`src/rtl/max7219_pkg.sv`:
```
// ============================================================================
// Module   : max7219_pkg
// Purpose  : Shared constants, FSM encoding and register record for max7219_rx
// Revision : 1.0 - initial release
// ============================================================================
`default_nettype none

package max7219_pkg;

  localparam int c_DATABITS_DEF = 16;

  localparam logic [3:0] c_ADDR_NOOP      = 4'h0;
  localparam logic [3:0] c_ADDR_DIGIT0    = 4'h1;
  localparam logic [3:0] c_ADDR_DIGIT7    = 4'h8;
  localparam logic [3:0] c_ADDR_DECODE    = 4'h9;
  localparam logic [3:0] c_ADDR_INTENSITY = 4'hA;
  localparam logic [3:0] c_ADDR_SCANLIMIT = 4'hB;
  localparam logic [3:0] c_ADDR_SHUTDOWN  = 4'hC;
  localparam logic [3:0] c_ADDR_TEST      = 4'hF;

  localparam logic [0:0] c_ST_IDLE = 1'b0;
  localparam logic [0:0] c_ST_RECV = 1'b1;

  typedef struct packed {
    logic [63:0] digits;
    logic [7:0]  decode_mode;
    logic [3:0]  intensity;
    logic [2:0]  scan_limit;
    logic        shutdown_n;
    logic        display_test;
  } max7219_regs_t;

  // Digit registers live at addresses 1..8 and map to digit slots 0..7.
  function automatic logic [2:0] digit_index(input logic [3:0] addr);
    return 3'(addr - c_ADDR_DIGIT0);
  endfunction

endpackage

`default_nettype wire

```
`src/rtl/sync_edge.sv`:
```
// ============================================================================
// Module   : sync_edge
// Purpose  : Multi-flop synchronizer with registered rise/fall pulse outputs
// Revision : 1.0 - initial release
// ============================================================================
`default_nettype none

module sync_edge #(
  parameter int   SYNC_STAGES = 2,
  parameter logic RESET_VAL   = 1'b0
) (
  input  logic clk,
  input  logic rst,    // active-low, asynchronous
  input  logic d,
  output logic q,
  output logic rise,
  output logic fall
);

  logic [SYNC_STAGES-1:0] r_sync;
  logic                   r_prev;
  logic                   r_rise;
  logic                   r_fall;

  // Pulses are registered so that the downstream frame strobe lands exactly
  // SYNC_STAGES+2 clocks after the pin transition.
  always_ff @(posedge clk or negedge rst) begin
    if (!rst) begin
      r_sync <= {SYNC_STAGES{RESET_VAL}};
      r_prev <= RESET_VAL;
      r_rise <= 1'b0;
      r_fall <= 1'b0;
    end else begin
      r_sync <= {r_sync[SYNC_STAGES-2:0], d};
      r_prev <= r_sync[SYNC_STAGES-1];
      r_rise <= r_sync[SYNC_STAGES-1] & ~r_prev;
      r_fall <= ~r_sync[SYNC_STAGES-1] & r_prev;
    end
  end

  assign q    = r_sync[SYNC_STAGES-1];
  assign rise = r_rise;
  assign fall = r_fall;

endmodule

`default_nettype wire

```
`src/rtl/max7219_rx.sv`:
```
// ============================================================================
// Module   : max7219_rx
// Purpose  : Oversampled SPI receiver emulating the MAX7219 register file
// Revision : 1.0 - initial release
// ============================================================================
`default_nettype none

module max7219_rx
  import max7219_pkg::*;
#(
  parameter int DATABITS    = c_DATABITS_DEF,
  parameter int SYNC_STAGES = 2
) (
  input  logic                clk,
  input  logic                rst,
  input  logic                cs,
  input  logic                sclk,
  input  logic                din,
  output logic                busy,
  output logic [DATABITS-1:0] frame,
  output logic                frame_valid,
  output logic                frame_err,
  output logic [63:0]         digits,
  output logic [7:0]          decode_mode,
  output logic [3:0]          intensity,
  output logic [2:0]          scan_limit,
  output logic                shutdown_n,
  output logic                display_test
);

  localparam int                 c_CNT_W    = $clog2(DATABITS + 2);
  localparam logic [c_CNT_W-1:0] c_CNT_FULL = c_CNT_W'(DATABITS);
  localparam logic [c_CNT_W-1:0] c_CNT_OVF  = c_CNT_W'(DATABITS + 1);

  logic [1:0]             r_rst_sync;
  logic                   w_rst_n;
  logic                   w_cs_s;
  logic                   w_cs_rise;
  logic                   w_cs_fall;
  logic                   w_sclk_s;
  logic                   w_sclk_rise;
  logic                   w_unused_sclk_fall;
  logic [SYNC_STAGES-1:0] r_din_sync;
  logic                   w_din_s;

  logic [0:0]             r_state;
  logic [DATABITS-1:0]    r_shreg;
  logic [c_CNT_W-1:0]     r_bitcnt;
  logic [DATABITS-1:0]    r_frame;
  logic                   r_frame_valid;
  logic                   r_frame_err;
  max7219_regs_t          r_regs;

  logic                   w_cs_end;
  logic                   w_commit;
  logic [3:0]             w_addr;
  logic [7:0]             w_data;

  // Reset asserts immediately and releases synchronously to clk.
  always_ff @(posedge clk or negedge rst) begin
    if (!rst) r_rst_sync <= 2'b00;
    else      r_rst_sync <= {r_rst_sync[0], 1'b1};
  end
  assign w_rst_n = r_rst_sync[1];

  sync_edge #(.SYNC_STAGES(SYNC_STAGES), .RESET_VAL(1'b1)) u_cs_sync (
    .clk (clk),
    .rst (w_rst_n),
    .d   (cs),
    .q   (w_cs_s),
    .rise(w_cs_rise),
    .fall(w_cs_fall)
  );

  sync_edge #(.SYNC_STAGES(SYNC_STAGES), .RESET_VAL(1'b0)) u_sclk_sync (
    .clk (clk),
    .rst (w_rst_n),
    .d   (sclk),
    .q   (w_sclk_s),
    .rise(w_sclk_rise),
    .fall(w_unused_sclk_fall)
  );

  always_ff @(posedge clk or negedge w_rst_n) begin
    if (!w_rst_n) r_din_sync <= '0;
    else          r_din_sync <= {r_din_sync[SYNC_STAGES-2:0], din};
  end
  assign w_din_s = r_din_sync[SYNC_STAGES-1];

  assign w_cs_end = (r_state == c_ST_RECV) && w_cs_rise;
  assign w_commit = w_cs_end && (r_bitcnt == c_CNT_FULL);
  assign w_addr   = r_shreg[11:8];
  assign w_data   = r_shreg[7:0];

  always_ff @(posedge clk or negedge w_rst_n) begin
    if (!w_rst_n) begin
      r_state       <= c_ST_IDLE;
      r_shreg       <= '0;
      r_bitcnt      <= '0;
      r_frame       <= '0;
      r_frame_valid <= 1'b0;
      r_frame_err   <= 1'b0;
    end else begin
      r_frame_valid <= 1'b0;
      r_frame_err   <= 1'b0;
      case (r_state)
        c_ST_IDLE: begin
          if (w_cs_fall) begin
            r_state  <= c_ST_RECV;
            r_shreg  <= '0;
            r_bitcnt <= '0;
          end
        end
        c_ST_RECV: begin
          // cs rise wins over a coincident sclk rise: that last edge is dropped.
          if (w_cs_end) begin
            r_state <= c_ST_IDLE;
            if (w_commit) begin
              r_frame       <= r_shreg;
              r_frame_valid <= 1'b1;
            end else begin
              r_frame_err   <= 1'b1;
            end
          end else if (w_sclk_rise) begin
            r_shreg <= {r_shreg[DATABITS-2:0], w_din_s};
            if (r_bitcnt != c_CNT_OVF) r_bitcnt <= r_bitcnt + 1'b1;
          end
        end
        default: r_state <= c_ST_IDLE;
      endcase
    end
  end

  always_ff @(posedge clk or negedge w_rst_n) begin
    if (!w_rst_n) begin
      r_regs <= '0;
    end else if (w_commit) begin
      if (w_addr >= c_ADDR_DIGIT0 && w_addr <= c_ADDR_DIGIT7) begin
        r_regs.digits[{digit_index(w_addr), 3'b000} +: 8] <= w_data;
      end else begin
        case (w_addr)
          c_ADDR_NOOP:      ;
          c_ADDR_DECODE:    r_regs.decode_mode  <= w_data;
          c_ADDR_INTENSITY: r_regs.intensity    <= w_data[3:0];
          c_ADDR_SCANLIMIT: r_regs.scan_limit   <= w_data[2:0];
          c_ADDR_SHUTDOWN:  r_regs.shutdown_n   <= w_data[0];
          c_ADDR_TEST:      r_regs.display_test <= w_data[0];
          default:          ;
        endcase
      end
    end
  end

  assign busy         = ~w_cs_s;
  assign frame        = r_frame;
  assign frame_valid  = r_frame_valid;
  assign frame_err    = r_frame_err;
  assign digits       = r_regs.digits;
  assign decode_mode  = r_regs.decode_mode;
  assign intensity    = r_regs.intensity;
  assign scan_limit   = r_regs.scan_limit;
  assign shutdown_n   = r_regs.shutdown_n;
  assign display_test = r_regs.display_test;

endmodule

`default_nettype wire

```
`config.mk`:
```
export PLATFORM = sky130hd
export DESIGN_NAME = max7219_rx
export DESIGN_NICKNAME = d
export VERILOG_FILES = /design/src/rtl/max7219_pkg.sv /design/src/rtl/sync_edge.sv /design/src/rtl/max7219_rx.sv
export SDC_FILE = /design/constraint.sdc
export NUM_CORES = 1
export LEC_CHECK = 0
export CAP_MARGIN = 25
export CORE_MARGIN = 1.5
export CORE_UTILIZATION = 47
export CTS_CLUSTER_SIZE = 28
export DETAILED_ROUTE_END_ITERATION = 10
export PLACE_DENSITY = 0.79
export SLEW_MARGIN = 10
export SYNTH_ARGS = -nofsm -noshare
export SYNTH_HDL_FRONTEND = slang
export SYNTH_SLANG_ARGS = --single-unit
```
`constraint.sdc`:
```
create_clock -name clk -period 3.7 [get_ports clk]
set_clock_uncertainty 0.1 [all_clocks]
set_input_delay 0.555 -clock clk [delete_from_list [all_inputs] [get_ports clk]]
set_output_delay 0.555 -clock clk [all_outputs]
set_load 0.02 [all_outputs]
```
# Word level (Yosys, flattened, before mapping)
# Index checks and enable logic that the tools add are counted.
classes:
  addsub: 3
  mul: 0
  div: 0
  order_cmp: 2
  n_eq_ne: 11
  n_shift: 2
  mux: 19
  bitwise: 8
  reduce_logical: 12
op_table:
  columns: ["cell", "n"]
  rows:
  - ["$bwmux W64", 1]
  - ["$shift A8 B8 Y64 const A", 1]
  - ["$shiftx A8 B8 Y64", 1]
  - ["$mux W16", 3]
  - ["$pmux W16 S2", 1]
  - ["$reduce_and A3 Y1", 7]
  - ["$eq A4 B4 Y1 const B", 5]
  - ["$mux W5", 4]
  - ["$pmux W5 S2", 1]
  - ["$mux W1", 8]
  - ["$neg A6 Y8", 1]
  - ["$ne A2 B1 Y1 const B", 3]
  - ["$add A5 B1 Y5 const B", 1]
  - ["$eq A5 B5 Y1 const B", 1]
  - ["$ne A5 B5 Y1 const B", 1]
  - ["$not A1 Y1", 5]
  - ["$ge A4 B1 Y1 const B", 1]
  - ["$le A4 B4 Y1 const B", 1]
  - ["$reduce_and A4 Y1", 1]
  - ["$and A1 B1 Y1", 3]
  - ["$logic_and A1 B1 Y1", 3]
  - ["$sub A3 B1 Y3 const B", 1]
  - ["$ne A2 B2 Y1 const B", 1]
  - ["$pmux W1 S2", 1]
  - ["$reduce_and A2 Y1", 1]
word_totals:
  regBits: 134
  latch_bits: 0
  ram_bits: 0
  romBits: 0
  input_bits: 5
  out_inout_bits: 100
  word_cells: 78
  mem_count: 0

# Longest topological paths before layout
depth:
  word_depth: 5
  depth_mapped: 8
  depth_no_buf: 7

# Hierarchy
# A second synthesis with hierarchy kept.
unflattened:
  cells_unflattened: 467
  area_unflattened_um2: 5650.4
modules_own_cells:
  columns: ["module", "n_inst", "cells_per_inst", "area_per_inst_um2", "seq_area_each_um2"]
  rows:
  - ["max7219_rx", 1, 453, 5366.4, 3128.0]
  - ["sync_edge at u_cs_sync", 1, 7, 143.9, 128.9]
  - ["sync_edge at u_sclk_sync", 1, 7, 140.1, 125.1]

# Worst setup path after synthesis
# OpenSTA, ideal clock, no wires.
synth_path:
  path_type: "register to register"
  startpoint: "register r_shreg[8]"
  endpoint: "register, netlist name digits[40]"
  setup_time_ns: 0.125
  t_arrival_ns: 2.246
  required_time_ns: 3.475
  setup_slack_ns: 1.229
  path_stages_with_launch: 9
  path_buffers: 2
  period_less_slack_ns: 2.471
  path_cell_list: "dfrtp_1 > inv_1 > ha_1 > xnor2_1 > ha_1 > buf_1 > and4b_1 > buf_4 > mux2_2"
synth_between:
  elab_chain_len: 4
  elab_cells_between_ends: 9
  classes_between: "add/sub (2); order compare (2); shift (2); mux (1); reduce/logical (2)"
synth_lines:
  columns: ["element", "line", "text"]
  rows:
  - ["start, declared", "max7219_rx.sv:47", "logic [DATABITS-1:0] r_shreg;"]
  - ["start signal, assigned", "max7219_rx.sv:125", "r_shreg <= {r_shreg[DATABITS-2:0], w_din_s};"]
  - ["$sub A3 B1 Y3", "max7219_pkg.sv:35", "return 3'(addr - c_ADDR_DIGIT0);"]
  - ["$neg A6 Y8", "max7219_rx.sv:139", "r_regs.digits[{digit_index(w_addr), 3'b000} +: 8] <= w_data;"]
  - ["$shiftx A8 B8 Y64 / $shift A8 B8 Y64 (equally long branches)", "max7219_rx.sv:139", null]
  - ["$bwmux W64", "max7219_rx.sv:139", null]
# Parallel ways exist; a longest one is shown, timed or not.
# A chain may end at the register's enable or synchronous reset.

# Final worst setup path
layout_path:
  startpoint: "register r_shreg[8]"
  endpoint: "register, netlist name digits[49]"
layout_between:
  elab_chain_len: 4
  elab_cells_between_ends: 9
  classes_between: "add/sub (2); order compare (2); shift (2); mux (1); reduce/logical (2)"
layout_lines:
  columns: ["element", "line"]
  rows:
  - ["$sub A3 B1 Y3", "max7219_pkg.sv:35"]
  - ["$neg A6 Y8", "max7219_rx.sv:139"]
  - ["$shiftx A8 B8 Y64 / $shift A8 B8 Y64 (equally long branches)", "max7219_rx.sv:139"]
  - ["$bwmux W64", "max7219_rx.sv:139"]
# Parallel ways exist; a longest one is shown, timed or not.

==> results.json <==
{
  "power.leakage_nw": 3.469,
  "netlist_instances": 397,
  "worst_pin_slew_ns": 0.8526,
  "ctsHoldBuffers": 0,
  "syn_area_sq_mm": 0.005456,
  "path_cells": "inv_1 > ha_1 > nand2b_1 > a2111oi_4 > and4b_1 > mux2_2",
  "pin_count": 105,
  "fill_cells": 877,
  "syn2layout_area_growth_pct": 32.31,
  "maxCapViolCount": 0,
  "synth_top_cell_area_share_pct": 60.08,
  "fmax_mhz": 339.0,
  "synth_adder_area_share_pct": 2.293,
  "cts.reportedPaths.clkPinSlew_ns": 0.06,
  "cp_max_fo": 10,
  "postCtsSetupBuffers": 0,
  "fin_tns_setup_ns": 0,
  "cts_tree": "yes",
  "endpoint_kind": "flop",
  "seqCellArea_sq_mm": 0.003361,
  "ys_seq_area_share_pct": 61.52,
  "core_area_sq_mm": 0.01137,
  "slew_viol_final": 0,
  "synth_warnings": 0,
  "antenna_left": 0,
  "grt_pass1_wl_um": 19270,
  "finalHoldViolCount": 0,
  "path_class": "flop to flop",
  "cp-start-kind": "flop",
  "yosys.area.top_type": "dfrtp_1",
  "grt_pass1_vias": 3610,
  "min_path_type": "primary input to asynchronous set/reset pin",
  "diodes": 0,
  "worst_path_max_delay_cell": "a2111oi_4",
  "drt-initial-drc-count": 147,
  "multi_input_area_sq_mm": 0.001971,
  "crit_start": "r_shreg[8]$_DFFE_PN0P_",
  "dp_cells": 630,
  "slew_headroom_pct": 42.73,
  "die_width_um": 110.7,
  "fin_nets": 521,
  "setup_violations": 0,
  "overflow": 0,
  "synth_edf_count": 0,
  "synth-compound-area-share_pct": 1.605,
  "setup_ws_ns": 0.7504,
  "ir_worst_vdd_mv": 0.2977,
  "min_period_over_period_pct": 79.72,
  "synth-xor-area-share_pct": 0.4815,
  "status": "complete, no violations",
  "gp_congestion": 0.8130,
  "floorplan.initialDensity_pct": 47.99,
  "vias_per_cell": 5.273,
  "power-per-cell-area_mw_per_mm2": 456.7,
  "fin_cells": 662,
  "cts_max_path_buffers": 2,
  "antenna_found_initial": 0,
  "clkSinkCount": 134,
  "grt_max_degree": 56,
  "min_period_ns": 2.950,
  "die_h_um": 110.7,
  "dp_hpwl_um": 8001,
  "crit_required_ns": 3.89,
  "wl_um": 11750,
  "cts_root_buf": "clkbuf_16",
  "synth_nets": 412,
  "syn_area_per_cell_sq_um": 13.74,
  "htree_levels": 4,
  "die-area_sq_mm": 0.01226,
  "cts_buffers": 17,
  "postSynth.asyncResetShare_pct": 100.0,
  "synth-seq-cells": 134,
  "ys_types": 37,
  "synth.mux.area_fraction_pct": 20.29,
  "portBuffers": 104,
  "clk_latency_ns": 0.41,
  "netlist_top_cells_area": "dfrtp_1 (60%), mux2_2 (19%), and2_1 (2.8%)",
  "arrival_ns": 3.14,
  "placementRows": 39,
  "synth_top_family_by_area": "multiplexers",
  "cts-resized-gates": 0,
  "place_ws_ns": 0.8197,
  "synthSimpleGateAreaFrac_pct": 11.33,
  "first_pass_iters": 4,
  "via_count": 3491,
  "max_stage_delay_ns": 0.67,
  "grt_setup_unrepaired": "no",
  "route.detailed.drc": 0,
  "ys.flop_type": "dfrtp_1",
  "r2r-start": "r_shreg[8]$_DFFE_PN0P_",
  "grt_usage_pct": 20.26,
  "drive_above_1_share_pct": 27.36,
  "hold_slack_ns": 0.2041,
  "routedWlPerCell_um": 17.75,
  "totalPowerFinal_w": 0.003297
}
[cells in the mapped netlist, types with 2 or more instances]
| cell | number |
|---|---|
| and2_1 | 24 |
| and4b_1 | 3 |
| buf_2 | 2 |
| buf_4 | 4 |
| clkbuf_1 | 11 |
| dfrtp_1 | 131 |
| dfstp_2 | 3 |
| ha_1 | 10 |
| inv_1 | 11 |
| mux2_2 | 93 |
| mux2i_1 | 6 |
| nand2_1 | 37 |
| nand3_1 | 13 |
| nand4_1 | 6 |
| nand4_2 | 4 |
| nor2_1 | 8 |
| nor2b_1 | 6 |
| o2111ai_1 | 2 |
| o21ai_0 | 3 |
| o31ai_1 | 2 |
| xor2_1 | 2 |
[report_power, final]
group,switching [W],internal [W]
registers,0.0000486,0.00149
clock network,0.000644,0.00101
logic,0.0000635,0.0000348
[stage by stage]
stage	cell area [sq um]	utilization [%]
3_3_place_gp	6630	58.31
3_5_place_dp	6630	58.31
2_1_floorplan	5458	-
6_report	7219	63.50
5_1_grt	7219	63.50
4_1_cts	7219	63.50
[registers in the layout, summed over array words and instances, names as in the netlist, 3 cells and up]
signal	count
scan_limit	3
intensity	4
frame	16
r_bitcnt	5
decode_mode	8
r_shreg	16
digits	64
[cell families after synthesis]
kind of cell	after synthesis
compound gates	10
xor+xnor	3
fa+ha+maj	10
buf+inv	30
flops	134
mux	99
other cells	1
simple gates	110
[final timing paths]
path	cells past startpoint	end	slack, ns
setup / recovery	6	digits[49]$_DFFE_PN0P_	0.75
max in group asynchronous	1	digits[14]$_DFFE_PN0P_	2.38
hold reg to reg	0	u_sclk_sync.r_sync[1]$_DFF_PN0_	0.25
min in group clk	0	u_sclk_sync.r_sync[1]$_DFF_PN0_	0.25
setup reg to reg	6	digits[49]$_DFFE_PN0P_	0.75
hold / removal	1	r_rst_sync[1]$_DFF_PN0_	0.20
[metal layers]
metal  wire [um]  vias up  global-route usage [%]  part of all wire (%)
met3         575       18                   5.249                   4.9
met5           0        -                       0                     0
met1        4981     1794                   25.67                    42
met4         168        0                   7.179                   1.4
li1            -     1586                       -                     -
met2        6025       93                   33.79                    51
[cell type report]
class                      count  area share (%)
tap                          143           2.478
clock buffer                  18           6.083
clock inverter                14           2.080
multi-input combinational    233           27.30
timing repair buffer         109           14.94
inverter                      11          0.5719
sequential                   134           46.55
[worst max-delay path: cells and delay by family, from the launching register on]
family	cells	cell delay (ns)
AO/OA/AOI/OAI	1	0.67
adder cells (fa/ha/maj)	1	0.29
buffers and inverters	1	0.21
flip-flops	1	0.47
multiplexers	1	0.39
AND/OR/NAND/NOR	2	0.71
[cells in the final DEF (no fill, tap or decap), types with 4 or more instances in the layout]
| cell type | synthesis | final |
|---|---|---|
| mux2_2 | 93 | 93 |
| nor2_1 | 8 | 7 |
| clkdlybuf4s50_1 | 0 | 104 |
| clkbuf_16 | 0 | 17 |
| nand3_1 | 13 | 13 |
| nand4_1 | 6 | 6 |
| inv_1 | 11 | 11 |
| nand2_1 | 37 | 37 |
| nand4_2 | 4 | 4 |
| mux2i_1 | 6 | 6 |
| nor2b_1 | 6 | 6 |
| and2_1 | 24 | 24 |
| buf_4 | 4 | 5 |
| dfrtp_1 | 131 | 130 |
| ha_1 | 10 | 10 |
Note: power is estimated with default switching activity, not from simulation.
